## src/rtl/controller2_gamepad_if.sv

```systemverilog
// Pad-side signal bundle for the NES-style gamepad controller.
// master = controller (drives GPulse/GLatch/GamePad), slave = pad/consumer side.
interface controller2_gamepad_if;
    logic       GamePadData;
    logic [7:0] GamePad;
    logic       GPulse;
    logic       GLatch;

    modport master (
        input  GamePadData,
        output GamePad,
        output GPulse,
        output GLatch
    );

    modport slave (
        output GamePadData,
        input  GamePad,
        input  GPulse,
        input  GLatch
    );
endinterface

```

## src/rtl/controller2_gamepad.sv

```systemverilog
// NES-style gamepad poller: latch, shift eight active-low bits MSB first (A first),
// publish the inverted byte atomically once per POLL_CYCLES frame.
module controller2_gamepad #(
    parameter int LATCH_CYCLES = 300,
    parameter int HALF_PERIOD  = 150,
    parameter int POLL_CYCLES  = 416667
) (
    input  logic                  Clock,
    input  logic                  Reset,
    controller2_gamepad_if.master pad,
    output logic [2:0]            dbg_state
);

    // No handshake: the pad is a free-running slave clocked by GLatch/GPulse,
    // and GamePad is a level that only changes in the cycle after DONE.

    localparam int MAX_PHASE = (LATCH_CYCLES > HALF_PERIOD) ? LATCH_CYCLES : HALF_PERIOD;
    localparam int CNT_W     = $clog2(MAX_PHASE + 1);
    localparam int FRAME_W   = $clog2(POLL_CYCLES + 1);

    localparam logic [CNT_W-1:0]   LATCH_LAST = CNT_W'(LATCH_CYCLES - 1);
    localparam logic [CNT_W-1:0]   HALF_LAST  = CNT_W'(HALF_PERIOD - 1);
    localparam logic [FRAME_W-1:0] POLL_LAST  = FRAME_W'(POLL_CYCLES - 1);

    typedef enum logic [2:0] {
        IDLE       = 3'd0,
        LATCH      = 3'd1,
        READ_LOW   = 3'd2,
        PULSE_HIGH = 3'd3,
        DONE       = 3'd4
    } state_t;

    state_t             state, state_n;
    logic [CNT_W-1:0]   cnt, cnt_n;
    logic [2:0]         bit_cnt, bit_cnt_n;
    logic [7:0]         shift, shift_n;
    logic [FRAME_W-1:0] frame_cnt;
    logic               sync1, sync2;
    logic               load;

    assign dbg_state = state;

    // Frame counter runs regardless of state so frame starts stay on a fixed grid.
    always_ff @(posedge Clock) begin
        if (Reset) begin
            frame_cnt <= '0;
        end else if (frame_cnt == POLL_LAST) begin
            frame_cnt <= '0;
        end else begin
            frame_cnt <= frame_cnt + 1'b1;
        end
    end

    always_ff @(posedge Clock) begin
        if (Reset) begin
            sync1 <= 1'b1;
            sync2 <= 1'b1;
        end else begin
            sync1 <= pad.GamePadData;
            sync2 <= sync1;
        end
    end

    always_comb begin
        state_n   = state;
        cnt_n     = cnt + 1'b1;
        bit_cnt_n = bit_cnt;
        shift_n   = shift;
        load      = 1'b0;
        case (state)
            IDLE: begin
                cnt_n = '0;
                if (frame_cnt == '0) state_n = LATCH;
            end
            LATCH: begin
                if (cnt == LATCH_LAST) begin
                    cnt_n   = '0;
                    state_n = READ_LOW;
                end
            end
            READ_LOW: begin
                // Sample at the end of the low phase; data was set up on the prior GPulse edge.
                if (cnt == HALF_LAST) begin
                    cnt_n     = '0;
                    shift_n   = {shift[6:0], ~sync2};
                    bit_cnt_n = bit_cnt + 1'b1;
                    state_n   = (bit_cnt == 3'd7) ? DONE : PULSE_HIGH;
                end
            end
            PULSE_HIGH: begin
                if (cnt == HALF_LAST) begin
                    cnt_n   = '0;
                    state_n = READ_LOW;
                end
            end
            DONE: begin
                cnt_n     = '0;
                bit_cnt_n = '0;
                load      = 1'b1;
                state_n   = IDLE;
            end
            default: begin
                cnt_n   = '0;
                state_n = IDLE;
            end
        endcase
    end

    // Strobes are decoded from the next state so they are registered yet aligned with the state.
    always_ff @(posedge Clock) begin
        if (Reset) begin
            state       <= IDLE;
            cnt         <= '0;
            bit_cnt     <= '0;
            shift       <= '0;
            pad.GamePad <= '0;
            pad.GLatch  <= 1'b0;
            pad.GPulse  <= 1'b0;
        end else begin
            state      <= state_n;
            cnt        <= cnt_n;
            bit_cnt    <= bit_cnt_n;
            shift      <= shift_n;
            pad.GLatch <= (state_n == LATCH);
            pad.GPulse <= (state_n == PULSE_HIGH);
            if (load) pad.GamePad <= shift;
        end
    end

endmodule

```

## src/flat_wrapper.sv

```systemverilog
// flat-port wrapper written by rule: the top's interface ports become plain ports
module controller2_gamepad_flat 
#(
    parameter int LATCH_CYCLES = 300,
    parameter int HALF_PERIOD  = 150,
    parameter int POLL_CYCLES  = 416667
)
  (Clock, Reset, dbg_state, pad_GamePadData, pad_GamePad, pad_GPulse, pad_GLatch);
  controller2_gamepad_if pad_i ();
  input  logic Clock;
  input  logic Reset;
  output logic [2:0] dbg_state;
  input wire logic [$bits(pad_i.GamePadData)-1:0] pad_GamePadData;
  output wire logic [$bits(pad_i.GamePad)-1:0] pad_GamePad;
  output wire logic [$bits(pad_i.GPulse)-1:0] pad_GPulse;
  output wire logic [$bits(pad_i.GLatch)-1:0] pad_GLatch;
  assign pad_i.GamePadData = pad_GamePadData;
  assign pad_GamePad = pad_i.GamePad;
  assign pad_GPulse = pad_i.GPulse;
  assign pad_GLatch = pad_i.GLatch;
  controller2_gamepad #(.LATCH_CYCLES(LATCH_CYCLES), .HALF_PERIOD(HALF_PERIOD), .POLL_CYCLES(POLL_CYCLES)) u_core (.Clock(Clock), .Reset(Reset), .pad(pad_i), .dbg_state(dbg_state));
endmodule
```

## config.mk

```make
export PLATFORM = sky130hd
export DESIGN_NAME = controller2_gamepad_flat
export DESIGN_NICKNAME = d
export VERILOG_FILES = /design/src/rtl/controller2_gamepad_if.sv /design/src/rtl/controller2_gamepad.sv /design/src/flat_wrapper.sv
export SDC_FILE = /design/constraint.sdc
export NUM_CORES = 1
export LEC_CHECK = 0
export CORE_ASPECT_RATIO = 0.9
export CORE_UTILIZATION = 57
export DETAILED_ROUTE_END_ITERATION = 8
export PLACE_DENSITY = 0.77
export SLEW_MARGIN = 0
export SYNTH_ARGS = -nofsm -noshare
export SYNTH_HDL_FRONTEND = slang
export SYNTH_SLANG_ARGS = --single-unit
```

## constraint.sdc

```tcl
create_clock -name Clock -period 2.3 [get_ports Clock]
set_input_delay 0.46 -clock Clock [delete_from_list [all_inputs] [get_ports Clock]]
set_output_delay 0.46 -clock Clock [all_outputs]
set_load 0.05 [all_outputs]
```

==> results of run 1 <==
[state kept, by name, summed over array words and instances (netlist names)]
| register | count |
|---|---|
| u_core.bit_cnt | 3 |
| u_core.cnt | 9 |
| u_core.dbg_state | 3 |
| u_core.frame_cnt | 19 |
| u_core.pad.GLatch | 1 |
| u_core.pad.GPulse | 1 |
| u_core.pad.GamePad | 8 |
| u_core.shift | 8 |
| u_core.sync1 | 1 |
| u_core.sync2 | 1 |
[worst register-to-register path: stages (launching register included)]
cell and delay (ns):
dfxtp_1 0.37, or4_1 0.56, nor4_1 0.33, a41o_1 0.25
buf_4 0.19, nor2_1 0.08
[metrics by stage]
| step | cell area (um^2) | cells | setup WS [ns] | total power [mW] | util |
|---|---|---|---|---|---|
| after floorplan | 2340 | 261 | 0.318 | 1.07 | - |
| after global placement | 2540 | 317 | 0.227 | 1.11 | 0.663 |
| after detailed placement | 2540 | 317 | 0.183 | 1.11 | 0.663 |
| after CTS | 2640 | 325 | 0.152 | 1.64 | 0.688 |
| after global routing | 2640 | 325 | 0.115 | 1.69 | 0.688 |
| final | 2640 | 325 | 0.157 | 1.63 | 0.688 |
[worst max path at each step]
stage | start | to | slack (ns) | cells past startpoint
floorplan | u_core.dbg_state[1] | u_core.shift[1] | 0.32 | 6
global placement | Reset | u_core.cnt[3] | 0.23 | 5
detailed placement | Reset | u_core.cnt[5] | 0.18 | 5
CTS | u_core.dbg_state[1] | dbg_state[1] | 0.15 | 1
global route | u_core.dbg_state[1] | dbg_state[1] | 0.11 | 1
finish | u_core.dbg_state[1] | dbg_state[1] | 0.16 | 1
[metal layers]
layer | vias up | global-route usage | wire [um]
met1 | 862 | 0.284 | 2080
met4 | 0 | 0.0816 | 55
li1 | 928 | - | -
met2 | 32 | 0.325 | 1850
met3 | 4 | 0.0516 | 199
met5 | - | 0 | 0
[cell type report]
class,instances,area (um^2)
Clock inverter,2,12.5
Clock buffer,6,82.6
Fill cell,314,1200
Multi-Input combinational cell,186,1170
Sequential cell,54,1080
Timing Repair Buffer,22,203
Tap cell,46,57.6
Inverter,9,33.8
[logic make-up (layout without fill, tap and decap cells)]
logic type | count (synthesis) | count (layout) | share of synthesized area
AND/OR/NAND/NOR | 122 | 122 | 0.269
flip-flops | 54 | 54 | 0.461
AO/OA/AOI/OAI | 27 | 27 | 0.0753
XOR/XNOR | 22 | 22 | 0.0822
buffers and inverters | 21 | 39 | 0.0406
multiplexers | 8 | 8 | 0.0342
adder cells (fa/ha/maj) | 7 | 7 | 0.0374
[power breakdown]
part           switching (mW)  internal (mW)
Sequential             0.0178          0.951
Clock                   0.298          0.242
Combinational          0.0715         0.0484
[cells in the final DEF, fill, tap and decap left out, types with 3 or more instances in the layout]
| cell | instances |
|---|---|
| inv_1 | 9 |
| nand2_1 | 28 |
| mux2i_1 | 8 |
| buf_4 | 7 |
| nor4_1 | 4 |
| xnor2_1 | 13 |
| nand3_1 | 10 |
| nand4_1 | 9 |
| nor2_1 | 44 |
| o21ai_0 | 3 |
| dfxtp_1 | 54 |
| ha_1 | 7 |
| a21oi_1 | 12 |
| xor2_1 | 9 |
| clkdlybuf4s50_1 | 15 |
| nor3_1 | 6 |
| clkbuf_8 | 6 |
| or3_1 | 3 |
==> results.sh, run 1 <==
export IMPL_reg2reg_to="u_core.frame_cnt[8]"
export IMPL_drt_iter0_markers=98
export IMPL_drcViolationCount=0
export IMPL_drive_gt1_frac=0.100
export IMPL_reg2reg_slack_ns=0.41
export IMPL_synth_common_cells="54 x dfxtp_1, 44 x nor2_1, 28 x nand2_1, 13 x xnor2_1, 12 x a21oi_1"
export IMPL_cp_slowest_cell="clkdlybuf4s50_1"
export IMPL_status="finished clean"
export IMPL_cts_sinks=54
export IMPL_hold_class="reg -> reg"
export IMPL_routed_wl_um=4190
export IMPL_syn_cell_area_um2=2340
export IMPL_whs_ns=0.421
export IMPL_ant_nets=0
export IMPL_rr_startpoint="u_core.frame_cnt[10]"
export IMPL_hpwlAfterDp_um=2960
export IMPL_max_stage_delay_ns=0.87
export IMPL_path_cells="clkdlybuf4s50_1"
export IMPL_ir_drop_v=0.000493
export IMPL_cp_num_buf_inv=1
export IMPL_clk_latency_ns=0.30
export IMPL_clk_pin_slew_ns=0.09
export IMPL_dr_total_vias=1826
export IMPL_post_cts_setup_buffer_count=0
export IMPL_grt_pass1_wl_um=7380
export IMPL_slew_headroom=0.664
export IMPL_htreeDepth=2
export IMPL_clock_skew_final_ns=0.00328
export IMPL_gp_congestion=0.773
export IMPL_synth_most_common_cell="dfxtp_1"
export IMPL_syn_avg_cell_area_um2=8.98
export IMPL_ctsHoldBuffers=0
export IMPL_fp_dieW_um=69.6
export IMPL_start_kind="flop"
export IMPL_grt_use_total=0.211
export IMPL_synth_edf_count=0
export IMPL_path_delay_family="buffers and inverters"
export IMPL_grt_antenna_before_repair=0
export IMPL_portBuffers=15
export IMPL_cts_tree="built"
export IMPL_synth_ff_type="dfxtp_1"
export IMPL_critPathArrivalTime_ns=1.68
export IMPL_synth_area_leader_cell="dfxtp_1"
export IMPL_synthTopCellsByArea="dfxtp_1 46%, nor2_1 7.0%, xnor2_1 4.9%"
export IMPL_post_route_period_util=0.932
export IMPL_cts_root_buf="clkbuf_8"
export IMPL_fp_dieArea_um2=4370
export IMPL_synth_cells=261
export IMPL_max_cap_violations=0
export IMPL_synth_seq_cells=54
export IMPL_fmax_mhz=467
export IMPL_coreArea_um2=3840
export IMPL_min_to="u_core.sync2"
export IMPL_path_class="reg -> out"
export IMPL_ys_types=41
export IMPL_diodes=0
export IMPL_synth_yosys_seq_area_share=0.461
export IMPL_report_final_slew_viol_count=0
export IMPL_cts_resized=0
export IMPL_syn_to_final_growth_pct=12.5
export IMPL_grt_start_max_net_pins=26
export IMPL_yosys_warnings=0
export IMPL_synth_fp_nets=271
export IMPL_cts_buffers=5
export IMPL_hold_start="u_core.sync1"
export IMPL_tightest_slew_ns=0.502
export IMPL_netlist_area_leader_share=0.461
export IMPL_setup_tns_final_ns=0
export IMPL_num_nets_final=288
export IMPL_cts_buffer_depth=2
export IMPL_initial_core_util=0.611
export IMPL_rows=21
export IMPL_overflow=0
export IMPL_setup_violations=0
export IMPL_die_y_um=62.8
export IMPL_crit_fanout=9
export IMPL_wl_per_cell_um=12.9
export IMPL_rsz0062_at_grt="false"
export IMPL_post_drt_via_cell_ratio=5.62
export IMPL_p_per_area_nw_per_um2=618
export IMPL_crit_path_end_kind="primary output"
export IMPL_grt_pass1_vias=1640
export IMPL_leakage_nw=0.978
export IMPL_ios=16
export IMPL_first_pass_iters=5
export IMPL_worstHoldPathCells=1
export IMPL_crit_required_ns=1.84
export IMPL_async_reset_ff_frac=0
export IMPL_min_period_ns=2.14
export IMPL_final_hold_violation_count=0
export IMPL_rr_worst_depth=5
Note: power is estimated with default switching activity, not from simulation.
==> run 2: changes to the inputs <==
REMOVE_ABC_BUFFERS = 1   (was default)
==> results.sh, run 2 (synthesis results as in run 1) <==
export IMPL_status="finished clean"
export IMPL_crit_fanout=9
export IMPL_ios=16
export IMPL_coreArea_um2=3840
export IMPL_cts_buffer_depth=2
export IMPL_overflow=0
export IMPL_crit_path_end_kind="primary output"
export IMPL_regMostFlops="u_core.frame_cnt"
export IMPL_reg_largest_list="u_core.frame_cnt (19), u_core.cnt (9)"
export IMPL_path_depth=1
export IMPL_grt_antenna_before_repair=0
export IMPL_first_pass_iters=4
export IMPL_grt_pass1_vias=1707
export IMPL_critPathCapture="dbg_state[1]"
export IMPL_post_route_period_util=0.929
export IMPL_fmax_mhz=468
export IMPL_final_hold_violation_count=0
export IMPL_clock_skew_final_ns=0.00719
export IMPL_critPathArrivalTime_ns=1.68
export IMPL_htreeDepth=2
export IMPL_path_delay_family="buffers and inverters"
export IMPL_grt_start_max_net_pins=26
export IMPL_rr_startpoint="u_core.frame_cnt[10]"
export IMPL_clk_pin_slew_ns=0.10
export IMPL_report_final_slew_viol_count=0
export IMPL_largest_register_ffs=19
export IMPL_total_power_mw=1.73
export IMPL_clk_latency_ns=0.31
export IMPL_cts_resized=0
export IMPL_wl_per_cell_um=13.0
export IMPL_drt_iter0_markers=94
export IMPL_grt_pass1_wl_um=7650
export IMPL_rr_worst_depth=5
export IMPL_layout_cells_most_common_list="54 x dfxtp_1, 44 x nor2_1, 28 x nand2_1"
export IMPL_fillCellCount=303
export IMPL_fp_dieArea_um2=4370
export IMPL_layout_commonest_cell="dfxtp_1"
export IMPL_cts_tree="built"
export IMPL_diodes=0
export IMPL_setup_slack_ns=0.163
export IMPL_path_class="reg -> out"
export IMPL_ctsHoldBuffers=0
export IMPL_slew_headroom=0.649
export IMPL_gp_congestion=0.820
export IMPL_initial_core_util=0.611
export IMPL_drcViolationCount=0
export IMPL_place_ws_ns=0.153
export IMPL_post_drt_via_cell_ratio=5.58
export IMPL_post_cts_setup_buffer_count=0
export IMPL_portBuffers=15
export IMPL_reg2reg_slack_ns=0.33
export IMPL_start_kind="flop"
export IMPL_drive_gt1_frac=0.100
export IMPL_hpwlAfterDp_um=2980
export IMPL_grt_use_total=0.218
export IMPL_syn_to_final_growth_pct=13.5
export IMPL_cts_sinks=54
export IMPL_rsz0062_at_grt="false"
export IMPL_path_cells="clkdlybuf4s50_1"
export IMPL_p_per_area_nw_per_um2=651
export IMPL_leakage_nw=0.989
export IMPL_ant_nets=0
export IMPL_setup_tns_final_ns=0
export IMPL_cp_slowest_cell="clkdlybuf4s50_1"
export IMPL_cts_buffers=5
export IMPL_startpoint="u_core.dbg_state[1]"
export IMPL_dr_total_vias=1815
export IMPL_reg2reg_to="u_core.frame_cnt[15]"
export IMPL_cp_num_buf_inv=1
export IMPL_routed_wl_um=4240
export IMPL_setup_violations=0
export IMPL_ir_drop_v=0.000463
export IMPL_crit_required_ns=1.84
export IMPL_max_cap_violations=0
export IMPL_hold_class="reg -> reg"
export IMPL_die_y_um=62.8
export IMPL_whs_ns=0.417
export IMPL_max_stage_delay_ns=0.86
export IMPL_num_nets_final=288
export IMPL_rows=21
export IMPL_tightest_slew_ns=0.521
export IMPL_min_period_ns=2.14
export IMPL_fp_dieW_um=69.6
export IMPL_cts_root_buf="clkbuf_8"
## run 2: cell types whose count changed in the layout (fill, tap and decap cells not counted)
cell / previous run / this run
bufinv_16: 0 / 1
clkbuf_8: 6 / 5
clkinv_2: 1 / 0
clkinv_4: 0 / 1
clkinvlp_4: 1 / 0
inv_6: 0 / 1
## run 2: report_power, final
| group | switching [mW] | leakage, nW | internal (mW) |
|---|---|---|---|
| clock | 0.310 | 0.0587 | 0.330 |
| sequential | 0.0182 | 0.437 | 0.951 |
| combinational | 0.0723 | 0.494 | 0.0484 |
| total | 0.401 | 0.989 | 1.33 |
## run 2: metal layers
metal / global-route usage / vias to the layer above / routed length [um]
met5: 0 / - / 0
met4: 0.0816 / 0 / 58
met3: 0.0452 / 8 / 144
met2: 0.343 / 27 / 1890
met1: 0.295 / 859 / 2140
li1: - / 921 / -
## run 2: through the flow
step                      cell area (um^2)  std cells  utilization
final                                 2660        325        0.693
after global routing                  2660        325        0.693
after CTS                             2660        325        0.693
after detailed placement              2540        317        0.663
after global placement                2540        317        0.663
after floorplan                       2280        249            -
## run 2: worst min path at each step
| stage | startpoint | to | slack [ns] | cells after the start |
|---|---|---|---|---|
| 2_1_floorplan | u_core.sync2 | u_core.shift[0] | 0.38 | 1 |
| 3_3_place_gp | u_core.sync1 | u_core.sync2 | 0.40 | 1 |
| 3_5_place_dp | u_core.sync1 | u_core.sync2 | 0.40 | 1 |
| 4_1_cts | u_core.sync1 | u_core.sync2 | 0.42 | 1 |
| 5_1_grt | u_core.sync1 | u_core.sync2 | 0.44 | 1 |
| 6_report | u_core.sync1 | u_core.sync2 | 0.42 | 1 |
## run 2: final cells by class
| type | instances | area (um^2) | share of cell area |
|---|---|---|---|
| Multi-Input combinational cell | 186 | 1170 | 0.439 |
| Inverter | 9 | 33.8 | 0.0127 |
| Clock buffer | 5 | 68.8 | 0.0259 |
| Sequential cell | 54 | 1080 | 0.407 |
| Clock inverter | 3 | 47.5 | 0.0179 |
| Tap cell | 46 | 57.6 | 0.0216 |
| Timing Repair Buffer | 22 | 203 | 0.0762 |
==> run 3: changes to the inputs <==
CORE_UTILIZATION = 40   (was 57)
PLACE_DENSITY = default   (was 0.77)
==> results.sh, run 3 (synthesis results as in run 1) <==
export IMPL_layout_cells_most_common_list="54 x dfxtp_1, 44 x nor2_1, 28 x nand2_1"
export IMPL_rows=26
export IMPL_gp_congestion=0.774
export IMPL_final_hold_violation_count=0
export IMPL_grt_pass1_vias=1591
export IMPL_fmax_mhz=462
export IMPL_postPlaceCellArea_um2=2560
export IMPL_post_route_period_util=0.941
export IMPL_wl_met2_um=1880
export IMPL_cts_resized=0
export IMPL_start_kind="flop"
export IMPL_fin_area_um2=2660
export IMPL_rr_worst_depth=5
export IMPL_clock_skew_final_ns=0.00677
export IMPL_largest_register_ffs=19
export IMPL_ir_drop_v=0.000278
export IMPL_slew_headroom=0.670
export IMPL_cts_buffers=5
export IMPL_report_final_slew_viol_count=0
export IMPL_grt_use_total=0.158
export IMPL_syn_to_final_growth_pct=13.5
export IMPL_hpwlAfterDp_um=2990
export IMPL_cts_buffer_depth=2
export IMPL_critPathArrivalTime_ns=1.71
export IMPL_crit_path_end_kind="primary output"
export IMPL_first_pass_iters=6
export IMPL_htreeDepth=2
export IMPL_tightest_slew_ns=0.494
export IMPL_overflow=0
export IMPL_fillCellCount=576
export IMPL_dr_total_vias=1797
export IMPL_post_drt_via_cell_ratio=5.16
export IMPL_drt_iter0_markers=66
export IMPL_path_class="reg -> out"
export IMPL_p_per_area_nw_per_um2=619
export IMPL_cts_tree="built"
export IMPL_clk_latency_ns=0.31
export IMPL_ios=16
export IMPL_setup_violations=0
export IMPL_crit_required_ns=1.84
export IMPL_met1_length_um=2200
export IMPL_leakage_nw=0.973
export IMPL_portBuffers=15
export IMPL_drive_gt1_frac=0.0971
export IMPL_max_cap_violations=0
export IMPL_fp_dieArea_um2=6170
export IMPL_post_cts_setup_buffer_count=0
export IMPL_reg_largest_list="u_core.frame_cnt (19), u_core.cnt (9)"
export IMPL_grt_pass1_wl_um=7310
export IMPL_crit_fanout=9
export IMPL_cts_root_buf="clkbuf_8"
export IMPL_cp_slowest_cell="clkdlybuf4s50_1"
export IMPL_initial_core_util=0.414
export IMPL_min_period_ns=2.17
export IMPL_postLayoutCoreUtil=0.470
export IMPL_path_depth=1
export IMPL_ant_nets=0
export IMPL_routed_wl_um=4320
export IMPL_routed_wl_met3_um=162
export IMPL_status="finished clean"
export IMPL_ctsHoldBuffers=0
export IMPL_regMostFlops="u_core.frame_cnt"
export IMPL_drcViolationCount=0
export IMPL_cts_sinks=54
export IMPL_clk_pin_slew_ns=0.10
export IMPL_coreArea_um2=5660
export IMPL_diodes=0
export IMPL_wl_per_cell_um=12.4
export IMPL_grt_start_max_net_pins=26
export IMPL_setup_tns_final_ns=0
export IMPL_path_cells="clkdlybuf4s50_1"
export IMPL_hold_class="reg -> reg"
export IMPL_path_delay_family="buffers and inverters"
export IMPL_cp_num_buf_inv=1
export IMPL_die_y_um=74.6
export IMPL_grt_antenna_before_repair=0
export IMPL_worstHoldPathCells=1
export IMPL_max_stage_delay_ns=0.87
export IMPL_layout_commonest_cell="dfxtp_1"
export IMPL_fp_dieW_um=82.7
export IMPL_rsz0062_at_grt="false"
export IMPL_highest_layer="met4"
export IMPL_num_nets_final=287
==> run 3: path summary, 6_finish.rpt <==
path	startpoint	endpoint	slack, ns
min reg2reg	u_core.sync2	u_core.shift[0]	0.42
max	u_core.dbg_state[1]	dbg_state[1]	0.13
min	u_core.sync2	u_core.shift[0]	0.42
max reg2reg	u_core.frame_cnt[10]	u_core.frame_cnt[6]	0.39
==> run 3: metrics by stage <==
step	worst slack, ns	cells	total power, mW	hold slack [ns]
finish	0.135	348	1.65	0.424
global route	0.0334	348	1.72	0.441
CTS	0.127	348	1.67	0.430
detailed placement	0.0747	340	1.11	0.411
global placement	0.170	340	1.11	0.402
floorplan	0.265	249	1.06	0.385
==> run 3: area by class of cell <==
class                   count  area (um^2)  share of cell area
multi-input cells         186         1170               0.439
flip-flops and latches     54         1080               0.406
repair buffers             21          195              0.0734
well taps                  70         87.6              0.0329
clock buffers               6         82.6              0.0310
inverters                   9         33.8              0.0127
clock inverters             2         12.5             0.00470
==> run 3: metal layers <==
| metal | vias up | global-route usage |
|---|---|---|
| li1 | 925 | - |
| met1 | 838 | 0.216 |
| met3 | 7 | 0.0364 |
| met4 | 0 | 0.0747 |
| met2 | 27 | 0.234 |
| met5 | - | 0 |
==> run 3: where the power goes <==
group	switching, mW	leakage (nW)	internal (mW)
clock network	0.313	0.0472	0.243
registers	0.0191	0.437	0.951
logic	0.0731	0.489	0.0473
